### src/rtl/fb_scaler_out.sv
`timescale 1ns/1ps
// Purpose: tracks the VGA raster, issues framebuffer reads and centres an integer-scaled image with RGB555->RGB888 expansion and border fill.
// Latency: i_de/i_hs/i_vs -> o_de/o_hs/o_vs is 2 i_ce strobes; read data is sampled one strobe after o_rdaddr is issued.
// Backpressure: none, free-running video pipe. FB_SCANLINE_EN darkens the last replica line of every source row.
module fb_scaler_out #(
    parameter int          SRC_W      = 240,
    parameter int          SRC_H      = 160,
    parameter int          SCALE      = 2,
    parameter int          H_OFF      = 80,
    parameter int          V_OFF      = 80,
    parameter logic [23:0] BORDER_RGB = 24'h000000
) (
    input  logic        i_clk,
    input  logic        i_rst_n,
    input  logic        i_ce,
    input  logic        i_hs,
    input  logic        i_vs,
    input  logic        i_de,
    input  logic [14:0] i_rgb15,
    output logic [15:0] o_rdaddr,
    output logic        o_hs,
    output logic        o_vs,
    output logic        o_de,
    output logic [23:0] o_rgb24,
    output logic        o_in_win
);
    localparam int            CW       = 12;
    localparam logic [CW-1:0] H_LO     = CW'(H_OFF);
    localparam logic [CW-1:0] H_HI     = CW'(H_OFF + SRC_W * SCALE);
    localparam logic [CW-1:0] V_LO     = CW'(V_OFF);
    localparam logic [CW-1:0] V_HI     = CW'(V_OFF + SRC_H * SCALE);
    localparam logic [CW-1:0] CNT_MAX  = '1;
    localparam int            COLW     = $clog2(SRC_W + 1);
    localparam logic [1:0]    SUB_MAX  = 2'(SCALE - 1);
    localparam logic [15:0]   ROW_STEP = 16'(SRC_W);
    localparam logic [15:0]   ROW_MAX  = 16'((SRC_H - 1) * SRC_W);

    typedef enum logic {WAIT_VS = 1'b0, ACTIVE = 1'b1} state_t;

    state_t          state_q, state_d;
    logic            vs_q, de_q;
    logic            vs_rise, de_fall;
    logic [CW-1:0]   hcnt, vcnt;
    logic [COLW-1:0] col;
    logic [1:0]      hsub, vsub;
    logic [15:0]     row_base;
    logic            h_in, v_in, pix_win;
    logic            s1_de, s1_hs, s1_vs, s1_win;
    logic [23:0]     pix_rgb;

    function automatic logic [7:0] exp5(input logic [4:0] c);
        return {c, c[4:2]};
    endfunction

    assign vs_rise = i_ce & i_vs & ~vs_q;
    assign de_fall = i_ce & de_q & ~i_de;
    assign h_in    = (hcnt >= H_LO) && (hcnt < H_HI);
    assign v_in    = (vcnt >= V_LO) && (vcnt < V_HI);
    assign pix_win = (state_q == ACTIVE) & i_de & h_in & v_in;

    always_ff @(posedge i_clk or negedge i_rst_n) begin
        if (!i_rst_n) state_q <= WAIT_VS;
        else          state_q <= state_d;
    end

    always_comb begin
        state_d = state_q;
        if (vs_rise) state_d = ACTIVE;
    end

    // Raster tracking; a vsync rise takes priority over a coincident DE fall.
    always_ff @(posedge i_clk or negedge i_rst_n) begin
        if (!i_rst_n) begin
            vs_q     <= 1'b0;
            de_q     <= 1'b0;
            hcnt     <= '0;
            vcnt     <= '0;
            col      <= '0;
            hsub     <= '0;
            vsub     <= '0;
            row_base <= '0;
        end else if (i_ce) begin
            vs_q <= i_vs;
            de_q <= i_de;
            if (vs_rise) begin
                hcnt     <= '0;
                vcnt     <= '0;
                col      <= '0;
                hsub     <= '0;
                vsub     <= '0;
                row_base <= '0;
            end else if (de_fall) begin
                hcnt <= '0;
                col  <= '0;
                hsub <= '0;
                if (vcnt != CNT_MAX) vcnt <= vcnt + CW'(1);
                if (v_in) begin
                    if (vsub == SUB_MAX) begin
                        vsub <= '0;
                        if (row_base < ROW_MAX) row_base <= row_base + ROW_STEP;
                    end else begin
                        vsub <= vsub + 2'd1;
                    end
                end
            end else if (i_de) begin
                if (hcnt != CNT_MAX) hcnt <= hcnt + CW'(1);
                if (pix_win) begin
                    if (hsub == SUB_MAX) begin
                        hsub <= '0;
                        col  <= col + COLW'(1);
                    end else begin
                        hsub <= hsub + 2'd1;
                    end
                end
            end
        end
    end

`ifdef FB_SCANLINE_EN
    localparam logic SL_ON = (SCALE > 1);
    logic s1_dark;

    always_ff @(posedge i_clk or negedge i_rst_n) begin
        if (!i_rst_n)  s1_dark <= 1'b0;
        else if (i_ce) s1_dark <= pix_win & SL_ON & (vsub == SUB_MAX);
    end

    always_comb begin
        pix_rgb = {exp5(i_rgb15[14:10]), exp5(i_rgb15[9:5]), exp5(i_rgb15[4:0])};
        if (s1_dark) pix_rgb = {1'b0, pix_rgb[23:17], 1'b0, pix_rgb[15:9], 1'b0, pix_rgb[7:1]};
    end
`else
    always_comb begin
        pix_rgb = {exp5(i_rgb15[14:10]), exp5(i_rgb15[9:5]), exp5(i_rgb15[4:0])};
    end
`endif

    // DE is suppressed until the first vsync after reset so a partial frame never reaches the pins.
    always_ff @(posedge i_clk or negedge i_rst_n) begin
        if (!i_rst_n) begin
            s1_de    <= 1'b0;
            s1_hs    <= 1'b0;
            s1_vs    <= 1'b0;
            s1_win   <= 1'b0;
            o_rdaddr <= '0;
            o_de     <= 1'b0;
            o_hs     <= 1'b0;
            o_vs     <= 1'b0;
            o_in_win <= 1'b0;
            o_rgb24  <= '0;
        end else if (i_ce) begin
            s1_de    <= i_de & (state_q == ACTIVE);
            s1_hs    <= i_hs;
            s1_vs    <= i_vs;
            s1_win   <= pix_win;
            if (pix_win) o_rdaddr <= row_base + 16'(col);
            o_de     <= s1_de;
            o_hs     <= s1_hs;
            o_vs     <= s1_vs;
            o_in_win <= s1_win;
            o_rgb24  <= !s1_de ? 24'h000000 : (s1_win ? pix_rgb : BORDER_RGB);
        end
    end
endmodule

### config.mk
export PLATFORM = sky130hd
export DESIGN_NAME = fb_scaler_out
export DESIGN_NICKNAME = d
export VERILOG_FILES = /design/src/rtl/fb_scaler_out.sv
export SDC_FILE = /design/constraint.sdc
export NUM_CORES = 1
export LEC_CHECK = 0
export BUFFER_PORTS_ARGS = -buffer_cell sky130_fd_sc_hd__buf_2
export CAP_MARGIN = 40
export CORE_MARGIN = 1.5
export CORE_UTILIZATION = 45
export DETAILED_ROUTE_END_ITERATION = 8
export GPL_ROUTABILITY_DRIVEN = 0
export PLACE_DENSITY = 0.65
export SYNTH_ARGS = -nofsm -noshare
export SYNTH_HDL_FRONTEND = slang
export SYNTH_SLANG_ARGS = --single-unit
### constraint.sdc
create_clock -name i_clk -period 2.9 [get_ports i_clk]
set_clock_uncertainty 0.15 [all_clocks]
set_input_delay 0 -clock i_clk [delete_from_list [all_inputs] [get_ports i_clk]]
set_output_delay 0 -clock i_clk [all_outputs]
set_load 0.02 [all_outputs]
==> results of run 1 <==
-- routing by layer --
| layer | vias up | wire length (um) | track usage, % |
|---|---|---|---|
| met5 | - | 0 | 0 |
| met4 | 0 | 146 | 6.65 |
| met3 | 12 | 314 | 3.56 |
| met2 | 58 | 4790 | 33.3 |
| met1 | 1828 | 4900 | 27.8 |
| li1 | 1856 | - | - |
-- layout by cell type (no fill, tap or decap), types with 4 or more instances in the layout --
master / count
a211o_1: 4
a21o_1: 5
a21oi_1: 26
a22o_1: 11
a31o_2: 4
buf_2: 63
buf_4: 8
clkbuf_8: 11
dfrtp_1: 89
dlygate4sd3_1: 29
ha_1: 11
inv_1: 22
mux2_2: 8
nand2_1: 44
nand3_1: 16
nand4_1: 11
nor2_1: 29
nor3_1: 10
o211ai_1: 4
o21a_1: 6
o21ai_0: 32
o21ai_1: 6
o31ai_1: 13
or3_1: 10
or4_1: 13
xnor2_1: 11
xor2_1: 9
-- repair_timing --
item                       CTS  global route
hold buffers                29             0
setup endpoints to repair    0             0
hold endpoints to repair   113             0
gates resized for setup      0             0
-- final cells by class --
class | instances | share of cell area (%)
multi-input cells | 325 | 38.4
clock inverters | 3 | 0.277
flip-flops and latches | 89 | 41.1
repair buffers | 101 | 12.8
clock buffers | 13 | 2.93
inverters | 22 | 1.52
well taps | 133 | 3.07
-- kinds of logic (layout without fill, tap and decap cells) --
kind of cell | after synthesis | in the layout | share of synthesized area (%)
other cells | 1 | 1 | 0.0826
xor+xnor | 20 | 20 | 3.86
mux | 8 | 8 | 1.98
flops | 89 | 89 | 49.0
buf+inv | 52 | 139 | 5.13
compound gates | 131 | 131 | 19.5
fa+ha+maj | 11 | 11 | 3.03
simple gates | 154 | 154 | 17.4
-- worst min-delay path by stage --
| stage | depth (start not counted) | endpoint | slack [ns] |
|---|---|---|---|
| floorplan | 0 | col[0] | -0.45 |
| global placement | 1 | o_rgb24[14] | 0.03 |
| detailed placement | 1 | o_rgb24[15] | -0.29 |
| CTS | 3 | hcnt[3] | 0.04 |
| global route | 3 | hcnt[3] | 0.05 |
| finish | 3 | hcnt[2] | 0.04 |
-- critical path, delay by kind of cell (launching register included) --
kind | cells | cell delay [ns]
AO/OA/AOI/OAI | 3 | 0.92
AND/OR/NAND/NOR | 2 | 0.88
flip-flops | 1 | 0.43
adder cells (fa/ha/maj) | 1 | 0.15
buffers and inverters | 1 | 0.08
-- power by group --
part | switching [mW] | internal, mW | total (mW)
Combinational | 0.241 | 0.161 | 0.402
Sequential | 0.0700 | 1.30 | 1.37
Clock | 0.426 | 0.356 | 0.782
Total | 0.737 | 1.82 | 2.56
-- registers in the layout, summed over array words and instances, names as in the netlist --
name      count
vsub          2
o_de          1
s1_hs         1
hcnt         12
de_q          1
s1_win        1
o_rgb24      15
state_q       1
row_base     12
o_hs          1
hsub          2
o_rdaddr     16
s1_vs         1
col           8
o_vs          1
o_in_win      1
s1_de         1
vcnt         12
==> reports/results.tsv, run 1 <==
stage	metric	value	unit
outcome	outcome	complete, no violations	
finish	Antenna diodes	0	
placement	detailed-placement wirelength estimate	6760	um
floorplanning	Die Area	10700	um2
floorplanning	Die H	103	um
synth	Syn Nets	498	
pwr	PwrDens	471	nW/um2
worst_setup_path	Worst R2R Path Depth	7	
synth	top cell type's share of synthesized area	49.0	%
clocking	clock sinks	89	
synth	Main synth FF type	dfrtp_1	
timing	final worst slack	0.214	ns
finish	Multi-input gate area	2080	um2
worst_hold_path	type of the most critical hold path	in -> async	
worst_setup_path	worst r2r dst	row_base[13]	
synth	Seq/Total Area, Yosys	49.0	%
synth	post-synthesis async set-or-reset flop share	100	%
finish	fin util	55.5	%
clocking	H-tree levels	3	
placement	Cell Area, Placed	4960	um2
worst_setup_path	Worst EP required	3.03	ns
finish	nets	580	
synth	synth warn	0	
global_routing	gr ovfl total	0	
worst_setup_path	Critical Path End	row_base[13]	
worst_setup_path	CP max-delay cell	or4_1	
synth	Yosys cell types	52	
pwr	P_leak	2.56	nW
clocking	clk_lat worst skew	0.35	ns
timing	max-slew violations	0	
worst_setup_path	crit path cell chain	inv_1 -> ha_1 -> or3b_1 -> a311oi_2 -> o221ai_2 -> or4_1 -> a21oi_1	
pwr	Worst VDD drop	0.338	mV
timing	measured slew at the worst slew-check pin	0.794	ns
pwr	Final Power	2.56	mW
worst_setup_path	crit path from	row_base[4]	
placement	dpl ws	0.267	ns
detailed_routing	Vias	3754	
finish	share of cells above drive strength 1	18.6	%
floorplanning	Core ar.	9770	um2
timing	final setup violating endpoints	0	
timing	final hold violation count	0	
floorplanning	Rows	36	
timing	Final Cycle Share	92.6	%
synth	cell taking the most area after synthesis	dfrtp_1	
synth	Cells after Synth	466	
floorplanning	IO Pins	65	
synth	Area contributors post-synth	dfrtp_1 (49%), nand2_1 (3.6%), o21ai_0 (3.5%), ha_1 (3.0%), a21oi_1 (2.9%)	
worst_setup_path	RR Startpoint	row_base[4]	
clocking	Longest Clk Path Bufs	2	
synth	#FFs+latches synth	89	
detailed_routing	Wirelength per Cell	14.8	um
worst_setup_path	critical path class	reg -> reg	
clocking	Setup Buffers After CTS	0	
detailed_routing	initial drt markers	170	
clocking	clock root cell	clkbuf_8	
timing	Fin Hold WS	0.0393	ns
detailed_routing	post-DR vias/cell	5.47	
synth	Synth Cell Area	4540	um2
global_routing	global-route wire length before repair	17100	um
worst_setup_path	nature of the critical path startpoint	flop	
global_routing	initial antenna violation count	0	
detailed_routing	Routed Antenna Nets	0	
run	MaxCap Viol Count	0	
timing	RSZ-0062 raised after global routing	no	
worst_setup_path	FF-to-FF setup slack	0.21	ns
global_routing	GR Util All Layers	20.4	%
worst_setup_path	WP data arrival	2.81	ns
detailed_routing	1st-pass router iterations	4	
synth	Mapped Avg Cell Area	9.74	um2
worst_setup_path	Slowest Stage Delay on Critical Path	0.50	ns
detailed_routing	DRT Wirelength	10100	um
timing	achievable frequency	0.372	GHz
placement	port bufs	64	
finish	sequential cell area	2230	um2
synth	top cells by count, synth	dfrtp_1 (89), nand2_1 (44), o21ai_0 (32)	
clocking	total CTS buffers	9	
timing	Fin Setup TNS	0	ns
timing	Period minus WS final	2.69	ns
clocking	CTS tree	built	
placement	placed cell count	641	
clocking	CTS clock-pin slew for the worst setup and hold paths	0.08	ns
detailed_routing	DRC Markers	0	
finish	final instance area	5420	um2
floorplanning	Chip Width	103	um
worst_setup_path	crit-path max FO	19	
worst_setup_path	CP endpoint kind	flop	
floorplanning	Starting Density	46.5	%
global_routing	largest net degree at the start of global routing	60	
timing	relative max-transition margin	47.1	%
finish	post-route insts no fill	686	
synth	Post-synth EDFFs	0	
global_routing	vias in the first global route	3662	
finish	area growth from synthesis to layout	19.5	%
synth	count leader, synth	dfrtp_1	
finish	Fillers	912	
(Power assumes the default switching activity.)
==> inputs of run 2 (changes only) <==
Settings changed: ABC_AREA set to 1, PLACE_DENSITY 0.65 to not set.
==> reports/results.tsv, run 2 <==
stage	metric	value	unit	change
finish	Fillers	1079		was 912
pwr	PwrDens	609	nW/um2	was 471 nW/um2
floorplanning	Chip Width	109	um	was 103 um
synth	Main synth FF type	dfrtp_1		unchanged
timing	achievable frequency	0.475	GHz	was 0.372 GHz
global_routing	global-route wire length before repair	19200	um	was 17,100 um
detailed_routing	metal2 WL	5160	um	was 4790 um
pwr	net switching power	1.32	mW	was 0.737 mW
timing	measured slew at the worst slew-check pin	0.733	ns	was 0.794 ns
finish	sequential cell area	2230	um2	unchanged
worst_setup_path	nature of the critical path startpoint	primary input		was flop
detailed_routing	Wirelength per Cell	12.5	um	was 14.8 um
worst_setup_path	WP data arrival	2.20	ns	was 2.81 ns
placement	port bufs	64		unchanged
clocking	clock root cell	clkbuf_8		unchanged
synth	cell taking the most area after synthesis	dfrtp_1		unchanged
synth	synth warn	0		unchanged
timing	relative max-transition margin	51.1	%	was 47.1%
floorplanning	Rows	38		was 36
clocking	Setup Buffers After CTS	0		unchanged
clocking	H-tree levels	3		unchanged
detailed_routing	initial drt markers	289		was 170
floorplanning	Core ar.	10900	um2	was 9770 um2
worst_setup_path	Worst EP required	2.99	ns	was 3.03 ns
synth	count leader, synth	nand2_1		was dfrtp_1
worst_setup_path	Critical path buffers and inverters	5		was 1
pwr	combinational power share	28.4	%	was 15.7%
floorplanning	Starting Density	46.4	%	was 46.5%
outcome	outcome	complete, no violations		unchanged
synth	Yosys cell types	36		was 52
worst_setup_path	critical path class	in -> reg		was reg -> reg
detailed_routing	DRT Wirelength	11300	um	was 10,100 um
timing	max-slew violations	0		unchanged
detailed_routing	DRC Markers	0		unchanged
placement	dpl ws	0.765	ns	was 0.267 ns
finish	Multi-input gate area	2370	um2	was 2080 um2
synth	Post-synth EDFFs	0		unchanged
synth	Seq/Total Area, Yosys	44.1	%	was 49.0%
synth	Synth Cell Area	5050	um2	was 4540 um2
floorplanning	IO Pins	65		unchanged
timing	Final Cycle Share	72.6	%	was 92.6%
worst_setup_path	CP max-delay cell	dlygate4sd3_1		was or4_1
detailed_routing	post-DR vias/cell	5.00		was 5.47
synth	Area contributors post-synth	dfrtp_1 (44%), nand2_1 (16%), nand3_1 (6.4%), o21ai_0 (5.3%), inv_1 (5.1%)		was dfrtp_1 (49%), nand2_1 (3.6%), o21ai_0 (3.5%), ha_1 (3.0%), a21oi_1 (2.9%)
timing	final setup violating endpoints	0		unchanged
floorplanning	Die H	109	um	was 103 um
finish	Antenna diodes	0		unchanged
finish	Reg with most FFs	o_rdaddr		unchanged
clocking	clock sinks	89		unchanged
timing	RSZ-0062 raised after global routing	no		unchanged
timing	Fin Setup TNS	0	ns	unchanged
detailed_routing	Vias	4518		was 3,754
clocking	clk_lat worst skew	0.37	ns	was 0.35 ns
finish	nets	790		was 580
pwr	Int Pwr	2.23	mW	was 1.82 mW
detailed_routing	WL met3	505	um	was 314 um
placement	detailed-placement wirelength estimate	7810	um	was 6760 um
finish	fin util	53.6	%	was 55.5%
worst_setup_path	crit path cell chain	dlygate4sd3_1 -> buf_2 -> nand2_1 -> nor2_4 -> inv_2 -> nand2_4 -> inv_2 -> a21oi_2 -> inv_2 -> nand2_1 -> o21ai_0		was inv_1 -> ha_1 -> or3b_1 -> a311oi_2 -> o221ai_2 -> or4_1 -> a21oi_1
clocking	CTS Hold Bufs	23		was 29
global_routing	initial antenna violation count	0		unchanged
clocking	CTS clock-pin slew for the worst setup and hold paths	0.09	ns	was 0.08 ns
pwr	Final Power	3.55	mW	was 2.56 mW
finish	leading cell type in the layout, fill and taps excluded	nand2_1		was dfrtp_1
worst_setup_path	crit-path max FO	22		was 19
worst_setup_path	CP delay by family, top	buffers and inverters		was compound AO/OA/AOI/OAI gates
pwr	Worst VDD drop	0.339	mV	was 0.338 mV
detailed_routing	Metal-1 WL	5430	um	was 4900 um
placement	Cell Area, Placed	5410	um2	was 4960 um2
clocking	CTS tree	built		unchanged
synth	post-synthesis async set-or-reset flop share	100	%	unchanged
finish	final instance area	5830	um2	was 5420 um2
pwr	Switching Fraction	37.2	%	was 28.8%
clocking	PostCTS Resize Cnt	0		unchanged
pwr	register share of total power	47.3	%	was 53.7%
worst_setup_path	CP endpoint kind	flop		unchanged
finish	share of cells above drive strength 1	13.6	%	was 18.6%
finish	most frequent cells in the layout	nand2_1 (220), dfrtp_1 (89), inv_1 (68)		was dfrtp_1 (89), buf_2 (63), nand2_1 (44)
worst_setup_path	Slowest Stage Delay on Critical Path	0.52	ns	was 0.50 ns
pwr	clock share of power	24.3	%	was 30.6%
timing	Period minus WS final	2.11	ns	was 2.69 ns
timing	final hold violation count	0		unchanged
finish	post-route insts no fill	903		was 686
clocking	total CTS buffers	9		unchanged
synth	top cells by count, synth	nand2_1 (220), dfrtp_1 (89), inv_1 (68)		was dfrtp_1 (89), nand2_1 (44), o21ai_0 (32)
detailed_routing	top layer in use	met4		unchanged
synth	top cell type's share of synthesized area	44.1	%	was 49.0%
synth	#FFs+latches synth	89		unchanged
placement	placed cell count	864		was 641
floorplanning	Die Area	11900	um2	was 10,700 um2
global_routing	gr ovfl total	0		unchanged
global_routing	largest net degree at the start of global routing	50		was 60
global_routing	vias in the first global route	4172		was 3,662
worst_hold_path	type of the most critical hold path	in -> async		unchanged
clocking	Longest Clk Path Bufs	2		unchanged
synth	Cells after Synth	683		was 466
synth	Mapped Avg Cell Area	7.40	um2	was 9.74 um2
run	MaxCap Viol Count	0		unchanged
timing	Fin Hold WS	0.0349	ns	was 0.0393 ns
finish	area growth from synthesis to layout	15.5	%	was 19.5%
worst_setup_path	most used cell along the critical path	inv_2		
detailed_routing	1st-pass router iterations	5		was 4
finish	Top Registers	o_rdaddr (16), o_rgb24 (15)		unchanged
detailed_routing	Routed Antenna Nets	0		unchanged
synth	Syn Nets	715		was 498
pwr	P_leak	3.08	nW	was 2.56 nW
global_routing	GR Util All Layers	20.5	%	was 20.4%
timing	final worst slack	0.794	ns	was 0.214 ns
finish	Largest register FFs	16		unchanged
run 2: worst reg2reg max path, cell delays in order (launching register included):
cell	delay [ns]
dfrtp_1	0.44
nor2_1	0.19
nor2_1	0.06
nor2_1	0.11
nor2_2	0.07
nand3_2	0.08
buf_4	0.26
clkinv_1	0.37
nand3_1	0.19
nand2_1	0.07
run 2: kinds of logic after synthesis:
| kind of cell | count (synthesis) | synth area share [%] |
|---|---|---|
| adder cells (fa/ha/maj) | 11 | 2.72 |
| XOR/XNOR | 22 | 3.81 |
| other | 1 | 0.0742 |
| AND/OR/NAND/NOR | 386 | 32.8 |
| buffers and inverters | 101 | 8.92 |
| flip-flops | 89 | 44.1 |
| AO/OA/AOI/OAI | 73 | 7.63 |
run 2: power by group through the flow:
stage	logic [mW]	registers [mW]	clock network (mW)
final	1.01	1.68	0.864
after detailed placement	0.980	1.71	0
after floorplan	0.729	1.69	0
after global placement	0.965	1.70	0
after global routing	1.17	1.72	0.952
after CTS	1.01	1.68	0.906
run 2: final cells by class:
cell class	count	share of cell area, %
Tap cell	140	3.00
Timing Repair Buffer	91	10.0
Clock inverter	7	1.22
Multi-Input combinational cell	493	40.7
Sequential cell	89	38.2
Inverter	74	4.76
Clock buffer	9	2.12
run 2: metal layers:
layer	vias up	GRT usage (%)
met5	-	0
met4	0	8.74
met3	12	3.47
met2	103	32.5
met1	2094	27.7
li1	2309	-
run 2: worst paths after layout:
path	depth (start not counted)	start	slack, ns	end
min in group i_clk	4	i_rgb15[4]	0.26	o_rgb24[7]
max in group asynchronous	3	i_rst_n	1.84	row_base[14]
max reg2reg	9	vcnt[5]	0.80	o_rdaddr[8]
max	11	i_ce	0.79	vcnt[11]
min reg2reg	2	o_rdaddr[9]	0.33	o_rdaddr[9]
min	2	i_rst_n	0.03	o_rgb24[7]
==> inputs of run 3 (changes only) <==
Settings changed: ABC_AREA 1 to 0, PLACE_DENSITY set to 0.65.
Clock period 2.9 ns to 2.19 ns, I/O delays scaled along.
==> reports/results.tsv, run 3 (same netlist as run 1, synthesis figures left out) <==
stage	metric	value	unit	change
timing	final setup violating endpoints	11		was 0
finish	Multi-input gate area	2220	um2	was 2370 um2
global_routing	largest net degree at the start of global routing	48		was 50
global_routing	global-route wire length before repair	16900	um	was 19,200 um
pwr	Worst VDD drop	0.309	mV	was 0.339 mV
worst_setup_path	nature of the critical path startpoint	flop		was primary input
pwr	PwrDens	610	nW/um2	was 609 nW/um2
finish	Largest register FFs	16		unchanged
clocking	CTS tree	built		unchanged
timing	relative max-transition margin	53.2	%	was 51.1%
floorplanning	Rows	36		was 38
floorplanning	IO Pins	65		unchanged
global_routing	vias in the first global route	3721		was 4,172
detailed_routing	Wirelength per Cell	14.3	um	was 12.5 um
floorplanning	Die H	103	um	was 109 um
timing	final hold violation count	0		unchanged
pwr	register share of total power	49.8	%	was 47.3%
pwr	clock share of power	31.3	%	was 24.3%
worst_setup_path	CP endpoint kind	flop		unchanged
detailed_routing	DRC Markers	0		unchanged
finish	sequential cell area	2230	um2	unchanged
detailed_routing	initial drt markers	164		was 289
finish	Reg with most FFs	o_rdaddr		unchanged
finish	post-route insts no fill	730		was 903
placement	port bufs	64		unchanged
finish	area growth from synthesis to layout	30.3	%	was 15.5%
finish	nets	624		was 790
detailed_routing	Vias	3945		was 4,518
timing	max-slew violations	0		unchanged
detailed_routing	1st-pass router iterations	4		was 5
clocking	CTS clock-pin slew for the worst setup and hold paths	0.09	ns	about the same
detailed_routing	post-DR vias/cell	5.40		was 5.00
pwr	net switching power	1.05	mW	was 1.32 mW
floorplanning	Die Area	10700	um2	was 11,900 um2
finish	Top Registers	o_rdaddr (16), o_rgb24 (15)		unchanged
run	MaxCap Viol Count	0		unchanged
worst_setup_path	Worst EP required	2.32	ns	was 2.99 ns
worst_setup_path	critical path class	reg -> reg		was in -> reg
finish	share of cells above drive strength 1	28.6	%	was 13.6%
clocking	total CTS buffers	9		unchanged
worst_hold_path	type of the most critical hold path	in -> async		unchanged
finish	Antenna diodes	0		unchanged
pwr	combinational power share	18.9	%	was 28.4%
placement	detailed-placement wirelength estimate	7090	um	was 7810 um
global_routing	GR Util All Layers	20.1	%	was 20.5%
global_routing	initial antenna violation count	0		unchanged
finish	leading cell type in the layout, fill and taps excluded	dfrtp_1		was nand2_1
timing	final worst slack	-0.206	ns	was 0.794 ns
finish	most frequent cells in the layout	dfrtp_1 (89), buf_2 (63), buf_4 (50)		was nand2_1 (220), dfrtp_1 (89), inv_1 (68)
finish	Fillers	828		was 1,079
floorplanning	Core ar.	9770	um2	was 10,900 um2
finish	fin util	60.5	%	was 53.6%
clocking	H-tree levels	3		unchanged
clocking	clock sinks	89		unchanged
outcome	failing checks	setup timing		
outcome	outcome	complete, but fails checks		was complete, no violations
timing	RSZ-0062 raised after global routing	yes		was no
clocking	Longest Clk Path Bufs	2		unchanged
detailed_routing	Routed Antenna Nets	0		unchanged
clocking	clk_lat worst skew	0.36	ns	was 0.37 ns
timing	measured slew at the worst slew-check pin	0.696	ns	was 0.733 ns
timing	achievable frequency	0.417	GHz	
placement	placed cell count	680		was 864
pwr	Switching Fraction	29.0	%	was 37.2%
global_routing	gr ovfl total	0		unchanged
worst_setup_path	crit-path max FO	7		was 22
timing	Final Cycle Share	109	%	
floorplanning	Chip Width	103	um	was 109 um
worst_setup_path	WP data arrival	2.53	ns	was 2.20 ns
pwr	P_leak	2.80	nW	was 3.08 nW
timing	Period minus WS final	2.40	ns	
pwr	Int Pwr	2.56	mW	was 2.23 mW
clocking	clock root cell	clkbuf_8		unchanged
detailed_routing	DRT Wirelength	10400	um	was 11,300 um
floorplanning	Starting Density	46.5	%	was 46.4%
[run 3: critical path: stages (launching register included)]
cell and delay, ns:
dfrtp_1 0.38, inv_1 0.06, ha_2 0.16, or3b_4 0.39
a311oi_4 0.38, o221ai_4 0.19, or4_1 0.43, a21oi_1 0.17
[run 3: path summary, 6_finish.rpt]
kind	start	end	slack, ns	depth (start not counted)
worst max-delay path	row_base[4]	row_base[10]	-0.21	7
worst max register to register	row_base[4]	row_base[10]	-0.21	7
worst min register to register	o_rdaddr[9]	o_rdaddr[9]	0.33	2
worst min-delay path	i_rst_n	o_rgb24[13]	0.006	2
max in group asynchronous	i_rst_n	o_rdaddr[2]	1.24	3
min in group i_clk	i_rgb15[2]	o_rgb24[5]	0.24	3
[run 3: final cells by class]
type	instances	area share [%]
clock buffers	10	2.16
repair buffers	144	17.3
clock inverters	6	1.14
inverters	22	1.40
multi-input cells	326	37.6
flip-flops and latches	89	37.6
well taps	133	2.81
[run 3: metal layers]
layer	vias to the layer above	GRT usage (%)	share of wire (%)
li1	1948	-	-
met1	1897	26.0	46
met2	84	33.4	48
met3	16	4.37	4.5
met4	0	7.17	1.6
met5	-	0	0
[run 3: timing repair]
action                                  in CTS  in global routing
buffers inserted                             3                  4
endpoints found under the hold margin      113                  0
endpoints found under the setup margin      13                 23
hold buffers                                27                  0
gates cloned                                 1                  0
pin swaps                                    3                 16
gates resized for setup                      6                 25
[run 3: stage by stage]
| step | area (um2) | TNS, ns | total power, mW | worst slack, ns | hold slack (ns) |
|---|---|---|---|---|---|
| after floorplan | 4540 | -0.268 | 2.17 | -0.0447 | -0.446 |
| after global placement | 5260 | -1.44 | 2.39 | -0.196 | -0.124 |
| after detailed placement | 5260 | -2.18 | 2.41 | -0.279 | -0.119 |
| after CTS | 5800 | -1.92 | 3.62 | -0.240 | 0.0272 |
| after global routing | 5920 | -2.77 | 3.81 | -0.298 | 0.0564 |
| final | 5920 | -1.69 | 3.61 | -0.206 | 0.00628 |
[run 3: power by group through the flow]
stage	Combinational (mW)	Clock (mW)	Sequential, mW
floorplan	0.331	0	1.84
global placement	0.562	0	1.82
detailed placement	0.583	0	1.83
CTS	0.657	1.16	1.80
global route	0.764	1.24	1.81
finish	0.684	1.13	1.80
